===== src/rtl/rx_crc_frame_buffer_if.sv =====
// rtl/rx_crc_frame_buffer_if.sv - stream and status bundle for the CRC frame buffer.
// out_crc_err exists only when RX_ERR_FORWARD_EN is defined.
interface rx_crc_frame_buffer_if #(
    parameter int HADAMARD   = 4,
    parameter int BIT_NUM    = 4,
    parameter int CRC_BITS   = 4,
    parameter int FIFO_DEPTH = 4,
    parameter int CNT_BITS   = 16
);
    localparam int PAYLOAD_BITS = HADAMARD * BIT_NUM;
    localparam int FRAME_BITS   = PAYLOAD_BITS + CRC_BITS;
    localparam int LVL_BITS     = $clog2(FIFO_DEPTH + 1);

    logic [FRAME_BITS-1:0]   in_data;
    logic                    in_valid;
    logic                    in_ready;
    logic [PAYLOAD_BITS-1:0] out_data;
    logic                    out_valid;
    logic                    out_ready;
    logic [LVL_BITS-1:0]     fifo_level;
    logic [CNT_BITS-1:0]     frame_cnt;
    logic [CNT_BITS-1:0]     err_cnt;
    logic                    err_pulse;
`ifdef RX_ERR_FORWARD_EN
    logic                    out_crc_err;

    modport slave (
        input  in_data, in_valid, out_ready,
        output in_ready, out_data, out_valid, fifo_level, frame_cnt, err_cnt, err_pulse, out_crc_err
    );
    modport master (
        output in_data, in_valid, out_ready,
        input  in_ready, out_data, out_valid, fifo_level, frame_cnt, err_cnt, err_pulse, out_crc_err
    );
`else
    modport slave (
        input  in_data, in_valid, out_ready,
        output in_ready, out_data, out_valid, fifo_level, frame_cnt, err_cnt, err_pulse
    );
    modport master (
        output in_data, in_valid, out_ready,
        input  in_ready, out_data, out_valid, fifo_level, frame_cnt, err_cnt, err_pulse
    );
`endif
endinterface


===== src/rtl/rx_crc_frame_buffer.sv =====
// rtl/rx_crc_frame_buffer.sv - CRC check of received chip frames feeding a payload FIFO.
// Optional RX_ERR_FORWARD_EN: bad frames are queued with a flag instead of dropped.
module rx_crc_frame_buffer #(
    parameter int                 HADAMARD   = 4,
    parameter int                 BIT_NUM    = 4,
    parameter int                 CRC_BITS   = 4,
    parameter logic [CRC_BITS-1:0] CRC_POLY  = 4'h3,
    parameter int                 FIFO_DEPTH = 4,
    parameter int                 CNT_BITS   = 16
) (
    input logic                   clk,
    input logic                   reset,
    rx_crc_frame_buffer_if.slave  bus
);
    localparam int PAYLOAD_BITS = HADAMARD * BIT_NUM;
    localparam int FRAME_BITS   = PAYLOAD_BITS + CRC_BITS;
    localparam int LVL_BITS     = $clog2(FIFO_DEPTH + 1);
    localparam int PTR_BITS     = $clog2(FIFO_DEPTH);
`ifdef RX_ERR_FORWARD_EN
    localparam int ENTRY_BITS   = PAYLOAD_BITS + 1;
`else
    localparam int ENTRY_BITS   = PAYLOAD_BITS;
`endif

    typedef enum logic [1:0] {S_IDLE, S_CHECK, S_WAIT} state_t;

    function automatic logic [CRC_BITS-1:0] crc_calc(input logic [PAYLOAD_BITS-1:0] p);
        logic [CRC_BITS-1:0] c;
        logic                fb;
        c = '0;
        for (int i = PAYLOAD_BITS - 1; i >= 0; i--) begin
            fb = c[CRC_BITS-1] ^ p[i];
            c  = {c[CRC_BITS-2:0], 1'b0};
            if (fb) c = c ^ CRC_POLY;
        end
        return c;
    endfunction

    function automatic logic [PTR_BITS-1:0] ptr_inc(input logic [PTR_BITS-1:0] p);
        return (p == PTR_BITS'(FIFO_DEPTH - 1)) ? '0 : p + 1'b1;
    endfunction

    state_t                  r_state;
    state_t                  w_next;
    logic [FRAME_BITS-1:0]   r_frame;
    logic [ENTRY_BITS-1:0]   r_mem [FIFO_DEPTH];
    logic [PTR_BITS-1:0]     r_wr_ptr;
    logic [PTR_BITS-1:0]     r_rd_ptr;
    logic [LVL_BITS-1:0]     r_level;
    logic [CNT_BITS-1:0]     r_frame_cnt;
    logic [CNT_BITS-1:0]     r_err_cnt;
    logic                    r_err_pulse;

    logic [PAYLOAD_BITS-1:0] w_payload;
    logic                    w_crc_ok;
    logic                    w_has_room;
    logic                    w_in_ready;
    logic                    w_accept;
    logic                    w_push;
    logic                    w_pop;
    logic                    w_crc_fail;
    logic [ENTRY_BITS-1:0]   w_entry;
    logic                    w_out_valid;

    assign w_payload   = r_frame[FRAME_BITS-1:CRC_BITS];
    assign w_crc_ok    = (crc_calc(w_payload) == r_frame[CRC_BITS-1:0]);
    // Room is judged on the start-of-cycle level, so a same-cycle pop never frees a slot.
    assign w_has_room  = (r_level < LVL_BITS'(FIFO_DEPTH));
    assign w_out_valid = (r_level != '0);
    assign w_pop       = w_out_valid && bus.out_ready;
`ifdef RX_ERR_FORWARD_EN
    assign w_entry     = {~w_crc_ok, w_payload};
`else
    assign w_entry     = w_payload;
`endif

    always_ff @(posedge clk) begin
        if (reset) r_state <= S_IDLE;
        else       r_state <= w_next;
    end

    always_comb begin
        w_next     = r_state;
        w_in_ready = 1'b0;
        w_accept   = 1'b0;
        w_push     = 1'b0;
        w_crc_fail = 1'b0;
        case (r_state)
            S_IDLE: begin
                w_in_ready = 1'b1;
                if (bus.in_valid) begin
                    w_accept = 1'b1;
                    w_next   = S_CHECK;
                end
            end
            S_CHECK: begin
                w_crc_fail = ~w_crc_ok;
`ifdef RX_ERR_FORWARD_EN
                if (w_has_room) begin
                    w_push = 1'b1;
                    w_next = S_IDLE;
                end else begin
                    w_next = S_WAIT;
                end
`else
                if (!w_crc_ok) begin
                    w_next = S_IDLE;
                end else if (w_has_room) begin
                    w_push = 1'b1;
                    w_next = S_IDLE;
                end else begin
                    w_next = S_WAIT;
                end
`endif
            end
            S_WAIT: begin
                if (w_has_room) begin
                    w_push = 1'b1;
                    w_next = S_IDLE;
                end
            end
            default: w_next = S_IDLE;
        endcase
    end

    always_ff @(posedge clk) begin
        if (reset) begin
            r_frame     <= '0;
            r_wr_ptr    <= '0;
            r_rd_ptr    <= '0;
            r_level     <= '0;
            r_frame_cnt <= '0;
            r_err_cnt   <= '0;
            r_err_pulse <= 1'b0;
        end else begin
            if (w_accept) begin
                r_frame <= bus.in_data;
                if (r_frame_cnt != '1) r_frame_cnt <= r_frame_cnt + 1'b1;
            end
            r_err_pulse <= w_crc_fail;
            if (w_crc_fail && (r_err_cnt != '1)) r_err_cnt <= r_err_cnt + 1'b1;
            if (w_push) r_wr_ptr <= ptr_inc(r_wr_ptr);
            if (w_pop)  r_rd_ptr <= ptr_inc(r_rd_ptr);
            case ({w_push, w_pop})
                2'b10:   r_level <= r_level + LVL_BITS'(1);
                2'b01:   r_level <= r_level - LVL_BITS'(1);
                default: r_level <= r_level;
            endcase
        end
    end

    // Storage needs no reset: the level/pointers decide what is visible.
    always_ff @(posedge clk) begin
        if (w_push && !reset) r_mem[r_wr_ptr] <= w_entry;
    end

    assign bus.in_ready   = w_in_ready;
    assign bus.out_valid  = w_out_valid;
    assign bus.out_data   = w_out_valid ? r_mem[r_rd_ptr][PAYLOAD_BITS-1:0] : '0;
    assign bus.fifo_level = r_level;
    assign bus.frame_cnt  = r_frame_cnt;
    assign bus.err_cnt    = r_err_cnt;
    assign bus.err_pulse  = r_err_pulse;
`ifdef RX_ERR_FORWARD_EN
    assign bus.out_crc_err = w_out_valid ? r_mem[r_rd_ptr][PAYLOAD_BITS] : 1'b0;
`endif
endmodule


===== src/flat_wrapper.sv =====
// flat-port wrapper written by rule: the top's interface ports become plain ports
module rx_crc_frame_buffer_flat 
#(
    parameter int                 HADAMARD   = 4,
    parameter int                 BIT_NUM    = 4,
    parameter int                 CRC_BITS   = 4,
    parameter logic [CRC_BITS-1:0] CRC_POLY  = 4'h3,
    parameter int                 FIFO_DEPTH = 4,
    parameter int                 CNT_BITS   = 16
)
  (clk, reset, bus_in_data, bus_in_valid, bus_out_ready, bus_in_ready, bus_out_data, bus_out_valid, bus_fifo_level, bus_frame_cnt, bus_err_cnt, bus_err_pulse);
  rx_crc_frame_buffer_if #(.HADAMARD(HADAMARD), .BIT_NUM(BIT_NUM), .CRC_BITS(CRC_BITS), .FIFO_DEPTH(FIFO_DEPTH), .CNT_BITS(CNT_BITS)) bus_i ();
  input logic clk;
  input logic reset;
  input wire logic [$bits(bus_i.in_data)-1:0] bus_in_data;
  input wire logic [$bits(bus_i.in_valid)-1:0] bus_in_valid;
  input wire logic [$bits(bus_i.out_ready)-1:0] bus_out_ready;
  output wire logic [$bits(bus_i.in_ready)-1:0] bus_in_ready;
  output wire logic [$bits(bus_i.out_data)-1:0] bus_out_data;
  output wire logic [$bits(bus_i.out_valid)-1:0] bus_out_valid;
  output wire logic [$bits(bus_i.fifo_level)-1:0] bus_fifo_level;
  output wire logic [$bits(bus_i.frame_cnt)-1:0] bus_frame_cnt;
  output wire logic [$bits(bus_i.err_cnt)-1:0] bus_err_cnt;
  output wire logic [$bits(bus_i.err_pulse)-1:0] bus_err_pulse;
  assign bus_i.in_data = bus_in_data;
  assign bus_i.in_valid = bus_in_valid;
  assign bus_i.out_ready = bus_out_ready;
  assign bus_in_ready = bus_i.in_ready;
  assign bus_out_data = bus_i.out_data;
  assign bus_out_valid = bus_i.out_valid;
  assign bus_fifo_level = bus_i.fifo_level;
  assign bus_frame_cnt = bus_i.frame_cnt;
  assign bus_err_cnt = bus_i.err_cnt;
  assign bus_err_pulse = bus_i.err_pulse;
  rx_crc_frame_buffer #(.HADAMARD(HADAMARD), .BIT_NUM(BIT_NUM), .CRC_BITS(CRC_BITS), .CRC_POLY(CRC_POLY), .FIFO_DEPTH(FIFO_DEPTH), .CNT_BITS(CNT_BITS)) u_core (.clk(clk), .reset(reset), .bus(bus_i));
endmodule

===== config.mk =====
export PLATFORM = sky130hd
export DESIGN_NAME = rx_crc_frame_buffer_flat
export DESIGN_NICKNAME = d
export VERILOG_FILES = /design/src/rtl/rx_crc_frame_buffer_if.sv /design/src/rtl/rx_crc_frame_buffer.sv /design/src/flat_wrapper.sv
export SDC_FILE = /design/constraint.sdc
export NUM_CORES = 1
export LEC_CHECK = 0
export CORE_MARGIN = 8
export CORE_UTILIZATION = 40
export CTS_BUF_LIST = sky130_fd_sc_hd__clkbuf_8
export DETAILED_ROUTE_END_ITERATION = 8
export GPL_TIMING_DRIVEN = 0
export PLACE_DENSITY = 0.62
export SYNTH_ARGS = -nofsm -noshare
export SYNTH_HDL_FRONTEND = slang
export SYNTH_SLANG_ARGS = --single-unit

===== constraint.sdc =====
create_clock -name clk -period 5.6 [get_ports clk]
set_clock_uncertainty 0.05 [all_clocks]
set_input_delay 1.68 -clock clk [delete_from_list [all_inputs] [get_ports clk]]
set_output_delay 1.68 -clock clk [all_outputs]
set_load 0.02 [all_outputs]

# --- Word-level counts from Yosys, hierarchy flattened ---
# Memories as Yosys holds them, arrays and structs flattened. A register that Yosys moved wholly into a read port is not among the register bits.
# Index checks and enable logic that the tools add are counted.
op_classes:
  bitwise: 31
  addsub: 6
  eq_ne: 11
  mux: 36
  n_reduce_logical: 9
  n_lt_le_gt_ge: 1
op_table:
  columns: ["op", "n"]
  rows:
  - ["2-bit 2-to-1 mux", 24]
  - ["16-bit by 1-bit adder with 16-bit output, second input constant", 2]
  - ["16-bit != test, second input constant", 2]
  - ["2-bit inverter", 15]
  - ["16-bit 2-to-1 mux", 1]
  - ["1-bit bitwise XOR", 13]
  - ["2-bit == test, second input constant", 4]
  - ["1-bit 2-to-1 mux", 8]
  - ["2-bit case mux with 3 select lines", 1]
  - ["3-bit case mux with 2 select lines", 1]
  - ["2-bit by 1-bit adder with 2-bit output, second input constant", 2]
  - ["2-bit by 1-bit == test with 1-bit output, second input constant", 2]
  - ["4-bit == test", 1]
  - ["2-bit AND reduction", 2]
  - ["3-bit by 1-bit adder with 3-bit output, second input constant", 1]
  - ["1-bit logical AND", 3]
  - ["3-bit < comparator, second input constant", 1]
  - ["3-bit nonzero test", 1]
  - ["3-bit by 1-bit subtractor with 3-bit output, second input constant", 1]
  - ["2-bit logical NOT", 1]
  - ["2-bit by 1-bit != test with 1-bit output, second input constant", 1]
  - ["2-bit != test, second input constant", 1]
  - ["1-bit case mux with 2 select lines", 1]
  - ["2-bit nonzero test", 1]
  - ["3 further kinds", 4]
totals:
  n_memories: 1
  output_inout_bits: 54
  inputBits: 24
  regBits: 62
  word_cells: 103
  mem_bits_rw: 64
memory_table:
  columns: ["memory", "depth", "width", "read_ports", "rd_ports_with_merged_regs", "write_ports", "line", "source"]
  rows:
  - ["u_core.r_mem", 4, 16, 1, 1, 1, "rx_crc_frame_buffer.sv:46", "logic [ENTRY_BITS-1:0] r_mem [FIFO_DEPTH];"]

# --- Longest topological paths before layout ---
# Gate-level depths: netlist of run 1.
logic_depth:
  ltp_word: 37
  mapped_depth: 13
  depth_no_buf: 13

# --- Worst setup path before layout of run 1 ---
# Ideal clock, no wire load.
synth_path:
  kind: "register to register"
  start: "register u_core.r_frame[14]"
  end: "memory u_core.r_mem[0][0] in the netlist's numbering, enable pin"
  path_slack_ps: 1445
  n_path_buf: 0
  path_stages_with_launch: 9
  setup_ps: 413
  arrival_ps: 3692
  synth_period_minus_slack_ps: 4155
  path_cell_list: "dfxtp_1 > xnor3_1 > xnor3_1 > xor2_1 > or3_1 > a211o_1 > a21oi_1 > o21ai_2 > nor3b_1"
synth_via:
  elab_chain_cells: 18
synth_rtl:
  columns: ["item", "line", "source"]
  rows:
  - ["from (decl)", "rx_crc_frame_buffer.sv:45", "logic [FRAME_BITS-1:0] r_frame;"]
  - ["from (signal assigned)", "rx_crc_frame_buffer.sv:137", "r_frame <= bus.in_data;"]
  - ["1-bit bitwise XOR (*)", "rx_crc_frame_buffer.sv:32", "fb = c[CRC_BITS-1] ^ p[i];"]
  - ["2-bit 2-to-1 mux (*)", "rx_crc_frame_buffer.sv:34", "if (fb) c = c ^ CRC_POLY;"]
  - ["2-bit inverter (no line)", null, null]
  - ["2-bit 2-to-1 mux", "rx_crc_frame_buffer.sv:34", null]
  - ["1-bit bitwise XOR", "rx_crc_frame_buffer.sv:32", null]
  - ["2-bit 2-to-1 mux", "rx_crc_frame_buffer.sv:34", null]
  - ["2-bit inverter (no line)", null, null]
  - ["2-bit 2-to-1 mux", "rx_crc_frame_buffer.sv:34", null]
  - ["[... 2 more ...]", null, null]
  - ["2-bit inverter (no line)", null, null]
  - ["2-bit 2-to-1 mux", "rx_crc_frame_buffer.sv:34", null]
  - ["4-bit == test (*)", "rx_crc_frame_buffer.sv:66", "assign w_crc_ok = (crc_calc(w_payload) == r_frame[CRC_BITS-1:0]);"]
  - ["1-bit 2-to-1 mux (*)", "rx_crc_frame_buffer.sv:106", "if (!w_crc_ok) begin"]
  - ["1-bit case mux with 2 select lines (*)", "rx_crc_frame_buffer.sv:88", "case (r_state)"]
  - ["1-bit logical AND (*)", "rx_crc_frame_buffer.sv:154", "if (w_push && !reset) r_mem[r_wr_ptr] <= w_entry;"]
  - ["1-bit 2-to-1 mux (*)", "rx_crc_frame_buffer.sv:154", null]
  - ["1-bit 2-to-1 mux (implied by the code) (*)", "rx_crc_frame_buffer.sv:154", null]
  - ["to (decl)", "rx_crc_frame_buffer.sv:46", null]
# Every way passes the cells marked *; elsewhere a longest branch is shown, timed or not.

==> results of run 1 <==
## worst register-to-register path, cell delays in order (launching register included)
cell     delay, ns
dfxtp_1       0.49
xnor2_1       0.21
xnor3_2       0.51
xnor3_1       0.40
or3_1         0.32
a211o_1       0.34
a21oi_1       0.28
o21ai_2       0.20
nor3b_2       0.73
buf_8         0.24
## registers in the layout, indices dropped and copies added (netlist names), named ones only
register,cells
u_core.bus.frame_cnt,16
u_core.r_state,2
u_core.r_wr_ptr,2
u_core.bus.err_pulse,1
u_core.r_mem,64
u_core.r_rd_ptr,2
u_core.r_frame,20
u_core.bus.err_cnt,16
u_core.bus.fifo_level,3
## final timing paths
kind                                          from                 end  slack (ns)  cells past startpoint
worst max-delay path                     flip-flop    bus_out_data[12]        0.66                      5
worst min-delay path             u_core.r_frame[3]   u_core.r_frame[3]        0.43                      2
worst max register to register  u_core.r_frame[15]  u_core.r_mem[3][6]        1.55                      9
worst min register to register   u_core.r_frame[3]   u_core.r_frame[3]        0.43                      2
## stage by stage
| stage | hold WS [ns] | utilization [%] | cell area [um2] | setup slack, ns |
|---|---|---|---|---|
| 3_3_place_gp | 0.407 | 47.9 | 6650 | 0.0804 |
| 3_5_place_dp | 0.421 | 48.4 | 6720 | 1.03 |
| 6_report | 0.426 | 51.3 | 7130 | 0.664 |
| 2_1_floorplan | 0.398 | - | 5660 | 1.45 |
| 5_1_grt | 0.471 | 51.3 | 7130 | 0.396 |
| 4_1_cts | 0.432 | 51.3 | 7130 | 0.535 |
## cell usage after synthesis (2+ instances only)
| cell type | n |
|---|---|
| dfxtp_1 | 64 |
| edfxtp_1 | 64 |
| nand2_1 | 61 |
| a21oi_1 | 43 |
| nor2_1 | 27 |
| and2_1 | 18 |
| clkbuf_1 | 17 |
| xnor2_1 | 17 |
| mux4_2 | 16 |
| xor2_1 | 14 |
| inv_1 | 13 |
| ha_1 | 11 |
| nand3_1 | 10 |
| or3_1 | 10 |
| o31ai_1 | 9 |
| or4_1 | 9 |
| nor2b_1 | 6 |
| o21ai_0 | 6 |
| and3_1 | 5 |
| nand2b_1 | 5 |
| nand4_1 | 5 |
| nor3b_1 | 5 |
| mux2_4 | 4 |
| mux2i_1 | 4 |
| nor3_1 | 4 |
| buf_1 | 3 |
| xnor3_1 | 3 |
| and4_1 | 2 |
| buf_6 | 2 |
| nor3_2 | 2 |
| o21ai_1 | 2 |
## power breakdown
| group | leakage, nW | switching, W | total [W] | internal [W] |
|---|---|---|---|---|
| clock | 0.209 | 0.000345 | 0.000819 | 0.000474 |
| sequential | 1.09 | 0.0000223 | 0.00102 | 0.000999 |
| combinational | 1.10 | 0.000133 | 0.000267 | 0.000133 |
| total | 2.40 | 0.000501 | 0.00211 | 0.00161 |
## layout make-up
type	count	area [um2]	share of cell area, %
Clock inverter	15	175	2.46
Tap cell	180	225	3.16
Sequential cell	128	3200	44.9
Inverter	13	48.8	0.685
Multi-Input combinational cell	314	2330	32.7
Clock buffer	17	234	3.28
Timing Repair Buffer	80	810	11.4
Buffer	23	103	1.44
## routing by layer
layer  routed length, um  GRT usage, %  vias up
met5                   0             0        -
met4                 176          5.43        0
met3                 777          4.98       20
met2                6150          23.7       79
met1                5640          17.0     1867
li1                    -             -     1910
## cells by family (layout without fill, tap and decap cells)
| kind of cell | Yosys count | count (layout) | share of synthesized area (%) |
|---|---|---|---|
| flip-flops | 128 | 128 | 56.6 |
| adder cells (fa/ha/maj) | 12 | 12 | 2.78 |
| AND/OR/NAND/NOR | 174 | 174 | 15.7 |
| XOR/XNOR | 37 | 37 | 7.11 |
| multiplexers | 25 | 25 | 8.33 |
| buffers and inverters | 36 | 148 | 2.67 |
| AO/OA/AOI/OAI | 66 | 66 | 6.83 |
==> results.md, run 1 <==
* Status: finished clean
* Crit path largest cell delay at roughly 0.70 ns
* Worst slew margin at a little over two fifths
* Setup Viol. Count Final at 0
* CTS tree: done
* Worst-path maximum fanout at 10
* Floorplan row count at 43
* Grt total ovfl at 0
* Tot GR Track Use at between 10% and 20%
* Crit path buffers/inverters at 3
* Nets at between 600 and 700
* Synth area leaders: edfxtp_1 (34%), dfxtp_1 (23%), mux4_2 (6.4%)
* Die H at between 100 and 150 um
* Drt drc at 0
* Maximum vdd drop at 0.152 mV
* Syn nets at 514
* Ys async rst share at 0%
* Crit share post-route at 88.1%
* RSZ-0062 raised after global routing: false
* Share of the synthesized area in the top cell type at 33.9%
* Dominant cell type by area after synthesis: edfxtp_1
* Critical path endpoint category: primary output
* Most common cell after layout, fill and taps aside: clkdlybuf4s50_1
* Critical Path RT at about 3.9 ns
* Max cap viols at 0
* Area grow syn2layout at 25.9%
* WP data arrival at roughly 3.2 ns
* Final setup TNS at 0 ns
* Clk pin slew, worst setup/hold paths at ~0.07 ns
* Detail Route Antenna Nets at 0
* GPL Wtd Cong at 0.747
* Tmin final at 4.94 ns
* Drt pass-1 iters at 4
* Via count at ~3900
* Commonest non-fill, non-tap cells in the layout: clkdlybuf4s50_1 (76), dfxtp_1 (64), edfxtp_1 (64)
* Hold crit path type: reg2reg
* Vias per cell at 5.03
* Vias in the first global route at roughly 4000
* I/O Pins at just under 80
* Final Non-Filler Cells at 770
* Power after layout at around 0.0021 W
* TritonCTS Sinks at roughly 130
* Synth cell types at 48
* Full die area at 18200 um2
* Cts hold-fix bufs at 0
* Final Hold Fails at 0
* Largest net degree at the start of global routing at 17
* Startpoint type of the worst setup path: flip-flop
* Clock Latency Late Sink at 0.43 ns
* Die W at 135 um
* Top FF cell, synth: edfxtp_1
* Post-synth EDFFs at 64
* Setup bufs post-CTS at 0
* Tightest Pin Transition at 0.849 ns
* Mapped Cells at 478
* Setup CP Type: reg2out
* Post-CTS Resized at 0
* Initial antenna violation count at 0
* Initial cell density of the core at about 41%
* Power Dens Cells at 296 nW/um2
* Cell family with most CP delay: buffers and inverters
* DRC violation total after the first TritonRoute iteration at ~170
* DR WL/cell at about 17 um
* Root Driver: clkbuf_8
* Max Slew Vio Count at 0
* Port Buf Inserts at between 70 and 80
* First-pass GRT wire length at between 20 and 25 mm
* FILL cells at 1260
* Share of layout cells above drive strength 1 at between 10% and 20%
* Buffer depth of the longest clock path at 2
* Placed instance count at 738
* Max H-tree Level at 4
* Yosys synthesis warning count at 0
* Worst-path cell chain: clkbuf_1, buf_1, mux4_2, and2_1, clkdlybuf4s50_1
* Post-DP HPWL at 8.98 mm
* ANT cells at 0
* Worst path slowest cell: buf_1
* Cts bufs inserted at 17
* Synth Cell Area at around 5700 um2
* Mean Syn Cell Area at around 12 um2
* Sequential area share after synthesis at 56.6%
* Drt total wl at 12.7 mm
* Area of the core at roughly 14000 um2
* Leak at ~2.4 nW
* FMAX at a little over 200 MHz
* FF+latch count, synth at around 130
(Power assumes the default switching activity.)
==> inputs of run 2 (changes only) <==
Settings changed: CTS_CLUSTER_DIAMETER set to 150, GPL_ROUTABILITY_DRIVEN set to 0, SLEW_MARGIN set to 20.
==> run 2 against run 1 <==
Via count is 1.3% higher. Sequential cell count stayed put. Routed wire length is 1.3% lower. Sequential power hardly changed. Hold slack better by 0.0023 ns. Global-route usage is 0.17 points lower.
==> results.md, run 2 (same netlist as run 1, synthesis figures left out) <==
* First-pass GRT wire length at 20.2 mm (-1.8%)
* Drt pass-1 iters at 4 (unchanged)
* Status: finished clean
* Buffer depth of the longest clock path at 2 (unchanged)
* Cell family with most CP delay: buffers and inverters
* Detail Route Antenna Nets at 0 (unchanged)
* Reg2reg end: u_core.bus.fifo_level[2]
* Initial antenna violation count at 0 (unchanged)
* Commonest non-fill, non-tap cells in the layout: clkdlybuf4s50_1 (76), dfxtp_1 (64), edfxtp_1 (64)
* Die H at 135 um (unchanged)
* Final Hold Fails at 0 (unchanged)
* Via count at 3927 (+1.3%)
* DR WL/cell at 16.2 um (-1.8%)
* Initial cell density of the core at 40.8% (unchanged)
* Top reg by flops: u_core.r_mem
* Share of layout cells above drive strength 1 at 12.6% (+0.93 points)
* Die W at 135 um (unchanged)
* Critical path endpoint category: primary output
* Area grow syn2layout at 26.5%
* Cts hold-fix bufs at 0 (unchanged)
* CTS tree: done
* Largest registers: u_core.r_mem: 64 flops, u_core.r_frame: 20 flops
* RSZ-0062 raised after global routing: false
* Largest net degree at the start of global routing at 17 (unchanged)
* Tightest Pin Transition at 0.847 ns (-0.00254 ns)
* Worst-path maximum fanout at 10 (unchanged)
* DP Worst Slack at 1.03 ns (+0.00119 ns)
* Leak at 2.43 nW (+1.2%)
* Power Dens Cells at 298 nW/um2 (+0.76%)
* Worst-path cell chain: clkbuf_1, buf_1, mux4_2, and2_1, clkdlybuf4s50_1
* Register Area at 3200 um2 (unchanged)
* Grt total ovfl at 0 (unchanged)
* Crit path buffers/inverters at 3 (unchanged)
* Drt drc at 0 (unchanged)
* Full die area at 18200 um2 (unchanged)
* Setup bufs post-CTS at 0 (unchanged)
* Worst slew margin at 43.5% (+0.42 points)
* Setup Viol. Count Final at 0 (unchanged)
* Drt total wl at 12.6 mm (-1.3%)
* DRC violation total after the first TritonRoute iteration at 294 (+71%)
* Most common cell after layout, fill and taps aside: clkdlybuf4s50_1
* Crit path largest cell delay at 0.70 ns (about the same)
* Max H-tree Level at 4 (unchanged)
* I/O Pins at 78 (unchanged)
* Post-CTS Resized at 0 (unchanged)
* Floorplan row count at 43 (unchanged)
* Startpoint type of the worst setup path: flip-flop
* HP Start: u_core.r_frame[3]
* FF-to-FF path depth at 13 (+4)
* Worst R2R Start: u_core.r_frame[15]
* Maximum vdd drop at 0.155 mV (+2.2%)
* Worst path slowest cell: buf_1
* WP data arrival at 3.21 ns (about the same)
* Area of the core at 13900 um2 (unchanged)
* Cts bufs inserted at 17 (unchanged)
* Tmin final at 4.94 ns (+0.00316 ns)
* Tot GR Track Use at 14.3% (-0.17 points)
* Clk pin slew, worst setup/hold paths at 0.07 ns (about the same)
* Setup CP Type: reg2out
* Critical Path RT at 3.87 ns (about the same)
* Max cap viols at 0 (unchanged)
* FILL cells at 1247 (-1.0%)
* TritonCTS Sinks at 128 (unchanged)
* FMAX at 202 MHz (about the same)
* Nets at 617 (+0.65%)
* Post-DP HPWL at 9.14 mm (+1.8%)
* PnR worst setup slack at 0.661 ns (-0.00316 ns)
* Vias in the first global route at 3929 (-1.9%)
* Max Slew Vio Count at 0 (unchanged)
* Max FFs per register at 64 (unchanged)
* Clock Latency Late Sink at 0.43 ns (about the same)
* ANT cells at 0 (unchanged)
* Reg-to-reg slack, setup at 1.60 ns (+0.05 ns)
* Port Buf Inserts at 76 (unchanged)
* Hold path depth at 2 (unchanged)
* Hold crit path type: reg2reg
* Area of the multi-input gates at 2330 um2 (unchanged)
* Vias per cell at 5.07 (+0.79%)
* Utilization after layout at 51.6% (+0.26 points)
* Root Driver: clkbuf_8
* Final setup TNS at 0 ns (unchanged)
* Min-Delay Endpoint: u_core.r_frame[3]
* Crit share post-route at 88.2% (about the same)
-- run 2: tightest hold or removal path: cells and delay by family (launching register included) --
kind,cells,cell delay [ns]
AND/OR/NAND/NOR,1,0.06
AO/OA/AOI/OAI,1,0.05
flip-flops,1,0.32
-- run 2: how the worst max path moves through the flow --
| stage | startpoint | endpoint | slack [ns] | cells after the start |
|---|---|---|---|---|
| floorplan | u_core.r_frame[14] | u_core.r_mem[0][0] | 1.45 | 8 |
| global placement | u_core.r_frame[15] | u_core.r_mem[0][5] | 0.08 | 8 |
| detailed placement | flip-flop | bus_out_data[12] | 1.03 | 5 |
| CTS | flip-flop | bus_out_data[12] | 0.55 | 5 |
| global route | flip-flop | bus_out_data[12] | 0.38 | 5 |
| finish | flip-flop | bus_out_data[12] | 0.66 | 5 |
-- run 2: stage by stage --
stage / instance area, um2 / hold WS [ns] / total power (W) / std cells
3_3_place_gp: 6650 / 0.407 / 0.00130 / 734
6_report: 7160 / 0.428 / 0.00213 / 774
5_1_grt: 7160 / 0.462 / 0.00222 / 774
3_5_place_dp: 6740 / 0.423 / 0.00131 / 742
2_1_floorplan: 5660 / 0.398 / 0.00123 / 478
4_1_cts: 7160 / 0.434 / 0.00216 / 774
-- run 2: cell type report --
cell class | count | area share (%)
Clock inverter | 15 | 2.69
Timing Repair Buffer | 84 | 11.6
Tap cell | 180 | 3.14
Buffer | 23 | 1.43
Multi-Input combinational cell | 314 | 32.5
Clock buffer | 17 | 3.27
Sequential cell | 128 | 44.7
Inverter | 13 | 0.681
-- run 2: layer usage --
metal / part of all wire, % / GRT usage [%] / up-vias
met1: 44 / 16.7 / 1914
met5: 0 / 0 / -
li1: - / - / 1918
met3: 6.3 / 5.27 / 11
met4: 1.0 / 4.87 / 0
met2: 49 / 23.5 / 84
-- run 2: where the power goes --
group / switching, W / internal, W / total [W]
Clock: 0.000365 / 0.000483 / 0.000848
Combinational: 0.000132 / 0.000133 / 0.000265
Sequential: 0.0000219 / 0.000999 / 0.00102
Total: 0.000519 / 0.00162 / 0.00213
==> inputs of run 3 (changes only) <==
Settings changed: CORE_UTILIZATION 40 to 45, PLACE_DENSITY 0.62 to 0.69, SLEW_MARGIN 20 to 30.
==> run 3 against run 2 <==
Non-clock buffer count did not move. Design area fell by 0.44%. Highest routed layer unchanged. Routed wire length fell by 0.41%. Sequential power barely moved. Die area fell by 9.8%. Utilization rose by 5.6 points.
==> results.md, run 3 (same netlist as run 1, synthesis figures left out) <==
* Status: finished clean
* Drt total wl at 12.5 mm (-0.41%)
* HP Start: u_core.r_frame[3]
* FILL cells at 1070 (-14%)
* Vias in the first global route at 4132 (+5.2%)
* CTS tree: done
* DRC violation total after the first TritonRoute iteration at 226 (-23%)
* Tot GR Track Use at 16.0% (+1.8 points)
* Worst path slowest cell: buf_1
* Initial antenna violation count at 0 (unchanged)
* Worst-path cell chain: clkbuf_1, buf_1, mux4_2, and2_1, clkdlybuf4s50_1
* Port Buf Inserts at 76 (unchanged)
* Cell family with most CP delay: buffers and inverters
* Critical Path RT at 3.87 ns (about the same)
* Cts hold-fix bufs at 0 (unchanged)
* Tightest Pin Transition at 0.816 ns (-0.0310 ns)
* Detail Route Antenna Nets at 0 (unchanged)
* Drt pass-1 iters at 5 (+1)
* Cell Area, Placed at 6720 um2 (-0.26%)
* Final Hold Fails at 0 (unchanged)
* Full die area at 16400 um2 (-9.8%)
* Buffer depth of the longest clock path at 2 (unchanged)
* Critical path endpoint category: primary output
* Worst R2R Start: u_core.r_frame[15]
* Top reg by flops: u_core.r_mem
* Maximum vdd drop at 0.124 mV (-20%)
* Final setup TNS at 0 ns (unchanged)
* Leak at 2.41 nW (-0.74%)
* RSZ-0062 raised after global routing: false
* Initial cell density of the core at 45.4% (+4.6 points)
* DP Worst Slack at 1.06 ns (+0.0270 ns)
* Largest net degree at the start of global routing at 17 (unchanged)
* First-pass GRT wire length at 20.5 mm (+1.6%)
* Setup CP Type: reg2out
* Clock Latency Late Sink at 0.43 ns (about the same)
* Area grow syn2layout at 25.9%
* Post-CTS Resized at 0 (unchanged)
* Setup bufs post-CTS at 0 (unchanged)
* Clk pin slew, worst setup/hold paths at 0.07 ns (about the same)
* Grt total ovfl at 0 (unchanged)
* TritonCTS Sinks at 128 (unchanged)
* DR WL/cell at 16.4 um (+0.63%)
* Vias per cell at 5.17 (+1.8%)
* Largest registers: u_core.r_mem: 64 flops, u_core.r_frame: 20 flops
* Worst-path maximum fanout at 10 (unchanged)
* FMAX at 205 MHz (+1.2%)
* Commonest non-fill, non-tap cells in the layout: clkdlybuf4s50_1 (76), dfxtp_1 (64), edfxtp_1 (64)
* Worst slew margin at 45.6% (+2.1 points)
* Power Dens Cells at 295 nW/um2 (-1.1%)
* Setup Viol. Count Final at 0 (unchanged)
* Tmin final at 4.88 ns (-0.0568 ns)
* Crit path buffers/inverters at 3 (unchanged)
* ANT cells at 0 (unchanged)
* Max cap viols at 0 (unchanged)
* Floorplan row count at 41 (-4.7%)
* Root Driver: clkbuf_8
* Startpoint type of the worst setup path: flip-flop
* PnR worst setup slack at 0.717 ns (+0.0568 ns)
* Area of the core at 12500 um2 (-10%)
* WP data arrival at 3.15 ns (-0.06 ns)
* Post-DP HPWL at 9.19 mm (+0.49%)
* Via count at 3957 (+0.76%)
* I/O Pins at 78 (unchanged)
* Most common cell after layout, fill and taps aside: clkdlybuf4s50_1
* Cts bufs inserted at 17 (unchanged)
* Die H at 128 um (-5.0%)
* Crit share post-route at 87.2% (-1.0 points)
* Max FFs per register at 64 (unchanged)
* Drt drc at 0 (unchanged)
* Max Slew Vio Count at 0 (unchanged)
* Crit path largest cell delay at 0.68 ns (-0.02 ns)
* Nets at 617 (unchanged)
* Max H-tree Level at 4 (unchanged)
* Share of layout cells above drive strength 1 at 12.8% (+0.17 points)
* Die W at 128 um (-5.0%)
* Finished Cell Area at 7130 um2 (-0.44%)
* Hold crit path type: reg2reg
==> run 3: metal layers <==
metal | vias to the layer above | track usage (%) | wire length, um
met1 | 1917 | 17.5 | 5080
met4 | 0 | 5.52 | 138
li1 | 1922 | - | -
met3 | 10 | 6.32 | 946
met5 | - | 0 | 0
met2 | 108 | 27.8 | 6360
==> run 3: final timing paths <==
| check | endpoint | slack (ns) | cells past startpoint |
|---|---|---|---|
| max reg2reg | u_core.r_mem[0][5] | 1.37 | 10 |
| min reg2reg | u_core.r_frame[3] | 0.42 | 2 |
| min | u_core.r_frame[3] | 0.42 | 2 |
| max | bus_out_data[12] | 0.72 | 5 |
==> run 3: tightest hold or removal path, delay by kind of cell (launching register included) <==
kind             cells  cell delay (ns)
AND/OR/NAND/NOR      1             0.05
flip-flops           1             0.32
AO/OA/AOI/OAI        1             0.05
==> run 3: area by class of cell <==
| class | instances | area, um2 | area share, % |
|---|---|---|---|
| flip-flops and latches | 128 | 3200 | 44.9 |
| multi-input cells | 314 | 2330 | 32.6 |
| repair buffers | 84 | 821 | 11.5 |
| clock buffers | 18 | 248 | 3.47 |
| well taps | 172 | 215 | 3.02 |
| clock inverters | 14 | 165 | 2.32 |
| plain buffers | 23 | 103 | 1.44 |
| inverters | 13 | 48.8 | 0.684 |
==> run 3: per-stage QoR <==
step | power, W | hold WS (ns) | std cells | util (%)
2_1_floorplan | 0.00123 | 0.398 | 478 | -
3_3_place_gp | 0.00130 | 0.404 | 726 | 53.3
3_5_place_dp | 0.00131 | 0.412 | 734 | 53.9
4_1_cts | 0.00212 | 0.421 | 766 | 57.2
5_1_grt | 0.00218 | 0.448 | 766 | 57.2
6_report | 0.00210 | 0.418 | 766 | 57.2
==> run 3: where the power goes <==
group          internal, W  total (W)  switching, W
Combinational     0.000133   0.000268      0.000135
Clock             0.000450   0.000812      0.000363
Sequential        0.000999    0.00102     0.0000226
